===== src/rtl/mux_arb_n.sv =====
// mux_arb_n: N-channel WIDTH-bit source selector with a registered output stage.
// Selection is either direct (by order_i) or round-robin among requesting channels.
// Ports:
//   clk, rst_n          - rising-edge clock, asynchronous active-low reset
//   mode_i              - 0 = direct select by order_i, 1 = round-robin arbitration
//   order_i             - channel index used in direct mode
//   in_valid_i/in_ready_o/in_data_i - per-channel handshake; channel i at [i*WIDTH +: WIDTH]
//   out_valid_o/out_ready_i/out_data_o/out_src_o - registered output word and its source
//   sel_err_o           - one-cycle pulse after a direct-mode cycle with order_i >= N and a free slot
// Latency: 1 cycle from accept to out_valid_o. Backpressure: in_ready_o is all zero
// while the output register is full and not being drained.
module mux_arb_n #(
  parameter int WIDTH = 32,
  parameter int N     = 5,
  localparam int SEL_W = (N > 1) ? $clog2(N) : 1
) (
  input  logic               clk,
  input  logic               rst_n,
  input  logic               mode_i,
  input  logic [SEL_W-1:0]   order_i,
  input  logic [N-1:0]       in_valid_i,
  input  logic [N*WIDTH-1:0] in_data_i,
  output logic [N-1:0]       in_ready_o,
  output logic               out_valid_o,
  output logic [WIDTH-1:0]   out_data_o,
  output logic [SEL_W-1:0]   out_src_o,
  input  logic               out_ready_i,
  output logic               sel_err_o
);

  localparam logic [SEL_W:0]   N_EXT   = (SEL_W+1)'(N);
  localparam logic [SEL_W-1:0] LAST_CH = SEL_W'(N - 1);

  logic               out_valid_q, out_valid_d;
  logic [WIDTH-1:0]   out_data_q,  out_data_d;
  logic [SEL_W-1:0]   out_src_q,   out_src_d;
  logic [SEL_W-1:0]   ptr_q,       ptr_d;
  logic               sel_err_q,   sel_err_d;

  logic               slot_free;
  logic               order_ok;
  logic               dir_hit;
  logic               rr_found;
  logic [SEL_W-1:0]   rr_idx;
  logic               grant_vld;
  logic [SEL_W-1:0]   grant_idx;
  logic               xfer;

  // The slot can be refilled on the same edge that the consumer drains it.
  assign slot_free = !out_valid_q || out_ready_i;
  assign order_ok  = ({1'b0, order_i} < N_EXT);
  assign dir_hit   = order_ok && in_valid_i[order_i];

  // Round-robin scan starting at ptr_q, wrapping modulo N; first requester wins.
  always_comb begin
    logic [SEL_W:0] sum;
    rr_found = 1'b0;
    rr_idx   = '0;
    sum      = '0;
    for (int k = 0; k < N; k++) begin
      sum = {1'b0, ptr_q} + (SEL_W+1)'(k);
      if (sum >= N_EXT) begin
        sum = sum - N_EXT;
      end
      if (!rr_found && in_valid_i[sum[SEL_W-1:0]]) begin
        rr_found = 1'b1;
        rr_idx   = sum[SEL_W-1:0];
      end
    end
  end

  always_comb begin
    grant_vld = 1'b0;
    grant_idx = '0;
    if (mode_i) begin
      grant_vld = rr_found;
      grant_idx = rr_idx;
    end else if (dir_hit) begin
      grant_vld = 1'b1;
      grant_idx = order_i;
    end
  end

  // Granted channel always has in_valid set, so a grant into a free slot is a transfer.
  assign xfer = grant_vld && slot_free;

  always_comb begin
    in_ready_o = '0;
    if (xfer) begin
      in_ready_o[grant_idx] = 1'b1;
    end
  end

  always_comb begin
    out_valid_d = out_valid_q;
    out_data_d  = out_data_q;
    out_src_d   = out_src_q;
    ptr_d       = ptr_q;
    if (xfer) begin
      out_valid_d = 1'b1;
      out_data_d  = in_data_i[grant_idx*WIDTH +: WIDTH];
      out_src_d   = grant_idx;
      if (mode_i) begin
        ptr_d = (grant_idx == LAST_CH) ? '0 : grant_idx + 1'b1;
      end
    end else if (out_ready_i) begin
      // Data and source are kept so the bus does not toggle on an idle drain.
      out_valid_d = 1'b0;
    end
    sel_err_d = !mode_i && !order_ok && slot_free;
  end

  always_ff @(posedge clk or negedge rst_n) begin
    if (!rst_n) begin
      out_valid_q <= 1'b0;
      out_data_q  <= '0;
      out_src_q   <= '0;
      ptr_q       <= '0;
      sel_err_q   <= 1'b0;
    end else begin
      out_valid_q <= out_valid_d;
      out_data_q  <= out_data_d;
      out_src_q   <= out_src_d;
      ptr_q       <= ptr_d;
      sel_err_q   <= sel_err_d;
    end
  end

  assign out_valid_o = out_valid_q;
  assign out_data_o  = out_data_q;
  assign out_src_o   = out_src_q;
  assign sel_err_o   = sel_err_q;

endmodule


===== config.mk =====
export PLATFORM = sky130hd
export DESIGN_NAME = mux_arb_n
export DESIGN_NICKNAME = d
export VERILOG_FILES = /design/src/rtl/mux_arb_n.sv
export SDC_FILE = /design/constraint.sdc
export NUM_CORES = 1
export LEC_CHECK = 0
export ABC_CLOCK_PERIOD_IN_PS = 8900
export CELL_PAD_IN_SITES_DETAIL_PLACEMENT = 0
export CELL_PAD_IN_SITES_GLOBAL_PLACEMENT = 1
export CORE_MARGIN = 2
export CORE_UTILIZATION = 30
export DETAILED_ROUTE_END_ITERATION = 8
export PLACE_DENSITY = 0.83
export REMOVE_ABC_BUFFERS = 1
export SYNTH_ARGS = -nofsm -noshare
export SYNTH_HDL_FRONTEND = slang
export SYNTH_SLANG_ARGS = --single-unit

===== constraint.sdc =====
create_clock -name clk -period 8.9 [get_ports clk]
set_input_delay 2.67 -clock clk [delete_from_list [all_inputs] [get_ports clk]]
set_output_delay 2.67 -clock clk [all_outputs]
set_load 0.01 [all_outputs]

After elaboration in Yosys (flattened, before gate mapping)
Index checks and enable logic that the tools add are counted.
Storage, ports and cells
  output and inout bits: 42
  bits in registers: 40
  input bits: 172
  word-level logic and storage cells: 87
Cells by class
  magnitude comparators: 14
  add/sub/neg operators: 10
  equal/unequal tests: 1
  reductions and logical operators: 19
  mux-type cells: 37
  shifts and indexed selects: 1
Operators with widths (count)
  indexed part select 160 x 9 -> 32 bit: 1
  2-to-1 mux 3 bit: 13
  < comparator 3 x 4 -> 1 bit, second input constant: 7
  binary-select mux 1 bit (select 3 bit): 6
  greater-or-equal comparator 4 x 3 -> 1 bit, second input constant: 4
  2-to-1 mux 1 bit: 16
  subtractor 3 bit, second input constant: 5
  logical AND 1 bit: 9
  adder 3 x 2 -> 4 bit, second input constant: 2
  zero test 1 bit: 7
  2-to-1 mux 5 bit: 1
  adder 3 x 1 -> 4 bit, second input constant: 1
  adder 3 x 3 -> 4 bit, second input constant: 1
  adder 3 x 1 -> 3 bit, second input constant: 1
  demux 1 bit (select 3 bit): 1
  == test 3 bit, second input constant: 1
  greater-or-equal comparator 3 x 1 -> 1 bit, second input constant: 1
  greater-or-equal comparator 3 bit, second input constant: 1
  < comparator 3 bit, second input constant: 1
  AND reduction 2 bit: 1
  nonzero test 2 bit: 1
  logical OR 1 bit: 1

Logic depth before layout (Yosys ltp)
  depth in word-level cells: 23
  depth in mapped cells: 16
  mapped depth without buffers: 13

Worst setup path after synthesis
No wires, ideal clock.
  kind: input to output
  start point: input port in_valid_i[3]
  end point: output port in_ready_o[2]
  data arrival time: 5155 ps
  required time: 6230 ps
  stages on the path: 9
  path buffers: 2
  setup slack: 1075 ps
  cells stage by stage: clkbuf_1 > or4_1 > o2111a_1 > a211o_1 > or3_1 > a221oi_2 > buf_2 > nand2_1 > nor2_1
Between the ends
  cells in the longest elaborated chain, start to end: 21
  elaborated cells on any way between the ends: 42
  those cells by class: 2 x order compare; 29 x mux; 11 x reduce/logical
Ends and longest elaborated chain
  start, declared: RTL line 21  | input logic [N-1:0] in_valid_i,
  binary-select mux 1 bit (select 3 bit): RTL line 65  | if (!rr_found && in_valid_i[sum[SEL_W-1:0]]) begin
  2-to-1 mux 1 bit (implied by the code): RTL line 65
  2-to-1 mux 1 bit: RTL line 65
  zero test 1 bit: RTL line 65
  logical AND 1 bit: RTL line 65
  2-to-1 mux 1 bit: RTL line 65
  zero test 1 bit: RTL line 65
  logical AND 1 bit: RTL line 65
  (+5 left out)
  logical AND 1 bit: RTL line 65
  2-to-1 mux 3 bit: RTL line 65
  2-to-1 mux 3 bit: RTL line 75  | if (mode_i) begin
  < comparator 3 x 4 -> 1 bit (implied by the code) / greater-or-equal comparator 3 x 1 -> 1 bit (equally long branches): RTL line 90  | in_ready_o[grant_idx] = 1'b1;
  logical AND 1 bit (implied by the code): RTL line 90
  2-to-1 mux 1 bit (implied by the code): RTL line 90
  demux 1 bit (select 3 bit): RTL line 90
  2-to-1 mux 5 bit (*): RTL line 89  | if (xfer) begin
  end, declared: RTL line 23  | output logic [N-1:0] in_ready_o,
Mark *: on every way between the ends. The rest lies on a longest branch, timed or not. The select of a mux whose other input is x is not followed.

Worst setup path after layout
Ends and elaborated chain as after synthesis.

==> results.md <==
- The starting DRC count in detailed routing is 286.
- After routing the design area is 6477 um^2.
- The number of unique standard cell types used by synthesis is 56.
- The number of H-tree levels is 2.
- The y dimension of the die is 118.5 um.
- The run finished with clean final reports.
- After synthesis, the share of flip-flops with an asynchronous set or reset is 1.000.
- The endpoint type of the worst setup path is a primary output.
- The wire length after detailed routing is 15.91 mm.
- The count of yosys warnings during synthesis is 0.
- The total placed instance area is 6251 um^2.
- The worst path required time is 6230 ps.
- The endpoint of the most critical register-to-register path is out_data_o[17].
- Entering global routing, the biggest net connects 45 pins.
- The layout net count is 842.
- 214 I/O pins were placed.
- The startpoint identified for the worst hold timing path is out_src_o[0].
- The capture endpoint of the worst hold path is out_src_o[0].
- Counting flops and latches in the post-synthesis netlist gives 40.
- The switching share of power is 0.4708.
- The post-synthesis cell count is 464.
- The final antenna-violating net count is 0.
- The final weighted congestion in routability-driven placement is 0.8474.
- During placement, the flow inserted port buffers numbering 213.
- After filler insertion, the fill cell instance count of the layout stands at 1217.
- The worst setup path is of the in -> out kind.
- The analysis attributes to net switching a power of 1.355 mW.
- The initial antenna violation count is 1.
- The startpoint identified for the worst register-to-register timing path is ptr_q[0].
- The routed metal-1 wire length is 6.258 mm.
- The final critical-path share of the clock period is 0.9688.
- The slowest stage of the critical path is the clkdlybuf4s50_1 cell.
- For this configuration, the core starts out at a cell density of 0.3091.
- The final count of hold timing violations is 0.
- TritonCTS built the clock tree.
- In this run the clock root is driven by a clkbuf_16.
- The total routing usage reported by global routing is 0.2216.
- Compared with the post-synthesis result, the final layout area differs by 64.72%.
- Headroom to the max-slew limit came out at 0.3697.
- Summed over all nets, the half-perimeter wirelength after detailed placement is 12.50 mm.
- The library cell occupying the most area in the post-synthesis netlist is dfrtp_1.
- The setup clock skew after layout is 8.700 ps.
- The floorplan step defined a die boundary enclosing 14040 um^2.
- Setup slack on the critical path of the routed design comes to 277.8 ps.
- The maximum root-to-sink buffer count is 2.
- Clock-pin slew was measured on the worst setup and hold paths at 70 ps.
- The cell area power density is 444.2 nW/um^2.
- The remaining design rule violation count is 0.
- The horizontal extent of the die is 118.5 um.
- Summed over all layers, the global routing overflow is 0.
- Of the post-synthesis cell area, the dominant cell type holds 0.2545.
- The area inside the core boundary is 12720 um^2.
- IR analysis of the VDD net gives a maximum drop of 0.3115 mV.
- At the pin with the least slew margin, the transition time is 945.4 ps.
- Once the clock tree was built, the setup fixing pass inserted 0 buffers.
- The number of buffers created by CTS is 5.
- Setup repair after global routing left no endpoint under its margin.
- Buffers inserted to repair hold after CTS numbered 0.
- The number of clock sinks is 40.
- The cell area that synthesis handed to floorplanning was 3933 um^2.
- The clock period minus worst slack is 8622 ps.
- The placement-stage worst setup slack is 64.76 ps.
- The worst setup path is launched from an input port.
- In this run, synthesis inferred 0 flip-flops with an integrated enable.
- The first global-routing pass estimated 24.89 mm of wire.
- The largest stage delay on the critical path is 560 ps.
- The worst hold slack is 485.0 ps.
- The internal power consumption is 1.523 mW.
- The number of vias per cell after detailed routing is 5.398.
- Wire segments on met2 add up to 8.256 mm in the final route.
- The dominant register cell in the synthesized netlist is dfrtp_1.
- The leakage power of the design is 2.610 nW.
- The highest layer touched by signal routing is met4.
- Counting instances in the post-synthesis netlist gives the leading cell types as nor2_1, a21oi_1, dfrtp_1, mux2i_1, or3_1.
- The clock share of power is 0.074.
- The floorplan has 41 rows.
- The share of total power dissipated in combinational logic is 0.810.
- The overall via count from detail_route is 4507.
- The internal reg-to-reg setup slack is 3960 ps.
- The number of max-slew violations in the final report is 0.
- The count of cells along the worst hold path is 2.
- The routed length on met3 is 1.094 mm.
- Static timing analysis puts the maximum clock frequency at 0.1160 GHz.
- Summing all flip-flop and latch instances after layout gives 1001 um^2.
- The later pin in the worst-skew pair is clocked with a latency of 290 ps.
- The post-synthesis area per instance is 8.475 um^2.
- Setup violations remaining at the end of the flow were counted as 0.
- At the worst endpoint, the arrival time is 5950 ps.
- The peak fanout along the critical path is 6.
- The mean routed wirelength per cell is 19.05 um.
- The first detailed-routing pass took 5 iterations.
- The multi-input combinational cells in the finished layout cover a total of 2801 um^2.
- The most used standard cell by instance count after synthesis is nor2_1.
- The number of cells on the worst reg-to-reg path is 13.
- The number of global-route vias before repair was 4549.
- After synthesis, the cell types taking the most area are dfrtp_1, mux2i_1, mux2_2.
- The ratio of cells with drive above 1 in the final layout is 0.1133.
- The max-capacitance violation count is 0.
- The min-delay analysis places its worst path in the category reg -> reg.
- The share of the Yosys chip area taken by registers is 0.2545.
- The power share of the sequential group is 0.117.
- Among the stages of the critical path, the cell type that occurs most often is clkdlybuf4s50_1.
- The signal on the critical path passes through clkdlybuf4s50_1 > or4_1 > o2111a_1 > a211o_1 > or3_1 > a221oi_4 > nand2_1 > nor2_1 > clkdlybuf4s50_1.
## layer usage
metal / vias up / global-route usage
met5: - / 0
met4: 0 / 0.05283
met3: 18 / 0.04875
met2: 181 / 0.3988
met1: 2144 / 0.2674
li1: 2164 / -
## worst max path at each step
| stage | startpoint | endpoint | slack, ps | cells past startpoint |
|---|---|---|---|---|
| 6_report | in_valid_i[3] | in_ready_o[2] | 280 | 9 |
| 5_1_grt | in_valid_i[4] | in_ready_o[2] | 80 | 11 |
| 4_1_cts | in_valid_i[1] | in_ready_o[1] | 50 | 11 |
| 3_5_place_dp | in_valid_i[1] | in_ready_o[1] | 60 | 11 |
| 3_3_place_gp | in_valid_i[1] | in_ready_o[2] | 130 | 11 |
| 2_1_floorplan | in_valid_i[3] | in_ready_o[2] | -300 | 7 |
## kinds of logic (layout without fill, tap and decap cells)
group	count (synthesis)	in the layout	share of synthesized area
buf+inv	46	244	0.05186
flops	40	40	0.2545
compound gates	140	140	0.2529
fa+ha+maj	9	9	0.03055
simple gates	149	149	0.1979
mux	73	73	0.1966
xor+xnor	7	7	0.01559
other cells	0	1	0
## final cells by class
type                            count  share of cell area
Antenna cell                        1           0.0003863
Clock buffer                        5             0.01932
Clock inverter                      3            0.007147
Inverter                            6            0.003477
Multi-Input combinational cell    378              0.4325
Sequential cell                    40              0.1545
Tap cell                          172             0.03322
Timing Repair Buffer              230              0.3494
## cell usage in the layout (no fill, tap or decap), drive strengths merged, types with 2 or more instances in the layout
cell / count
dlymetal6s2s: 2
nor3: 6
nor4: 2
a221oi: 35
inv: 7
mux2: 34
o21a: 3
xnor2: 5
o31ai: 4
nor4b: 2
o211ai: 2
a21oi: 45
nor3b: 8
dfrtp: 40
nor2b: 6
a311oi: 4
clkbuf: 5
buf: 18
nand2: 20
o21ai: 15
a211oi: 6
o22ai: 3
nand2b: 7
or2: 2
xor2: 2
nor2: 47
and3: 2
a21o: 4
or3: 35
a31oi: 3
clkdlybuf4s50: 210
and2: 2
ha: 8
mux2i: 39
a211o: 3
nand3: 5
o2bb2ai: 3
## through the flow
step	power, mW	setup TNS (ps)	instances	util
6_report	2.878	0	835	0.5091
4_1_cts	2.858	0	834	0.5048
5_1_grt	3.118	0	835	0.5091
3_3_place_gp	2.627	0	826	0.4913
3_5_place_dp	2.635	0	826	0.4913
2_1_floorplan	1.951	-776.5	424	-
## repair_timing
item                       4_1_cts  5_1_grt
hold endpoints to repair         0        0
resized for setup                0       10
setup endpoints to repair        0        4
## flip-flops by register name, indices dropped and copies added (netlist names)
| signal | cells |
|---|---|
| out_data_o | 32 |
| out_src_o | 3 |
| out_valid_o | 1 |
| ptr_q | 3 |
| sel_err_o | 1 |
## power by group through the flow
stage | clock network, mW | logic [mW] | registers [mW]
2_1_floorplan | 0 | 1.57 | 0.385
4_1_cts | 0.216 | 2.30 | 0.337
3_5_place_dp | 0 | 2.30 | 0.338
5_1_grt | 0.224 | 2.55 | 0.348
3_3_place_gp | 0 | 2.29 | 0.335
6_report | 0.213 | 2.33 | 0.335
## worst max-delay path, delay by kind of cell
family | cells | cell delay [ps]
buffers and inverters | 2 | 1050
AO/OA/AOI/OAI | 3 | 920
AND/OR/NAND/NOR | 4 | 1300
(Power assumes the default switching activity.)
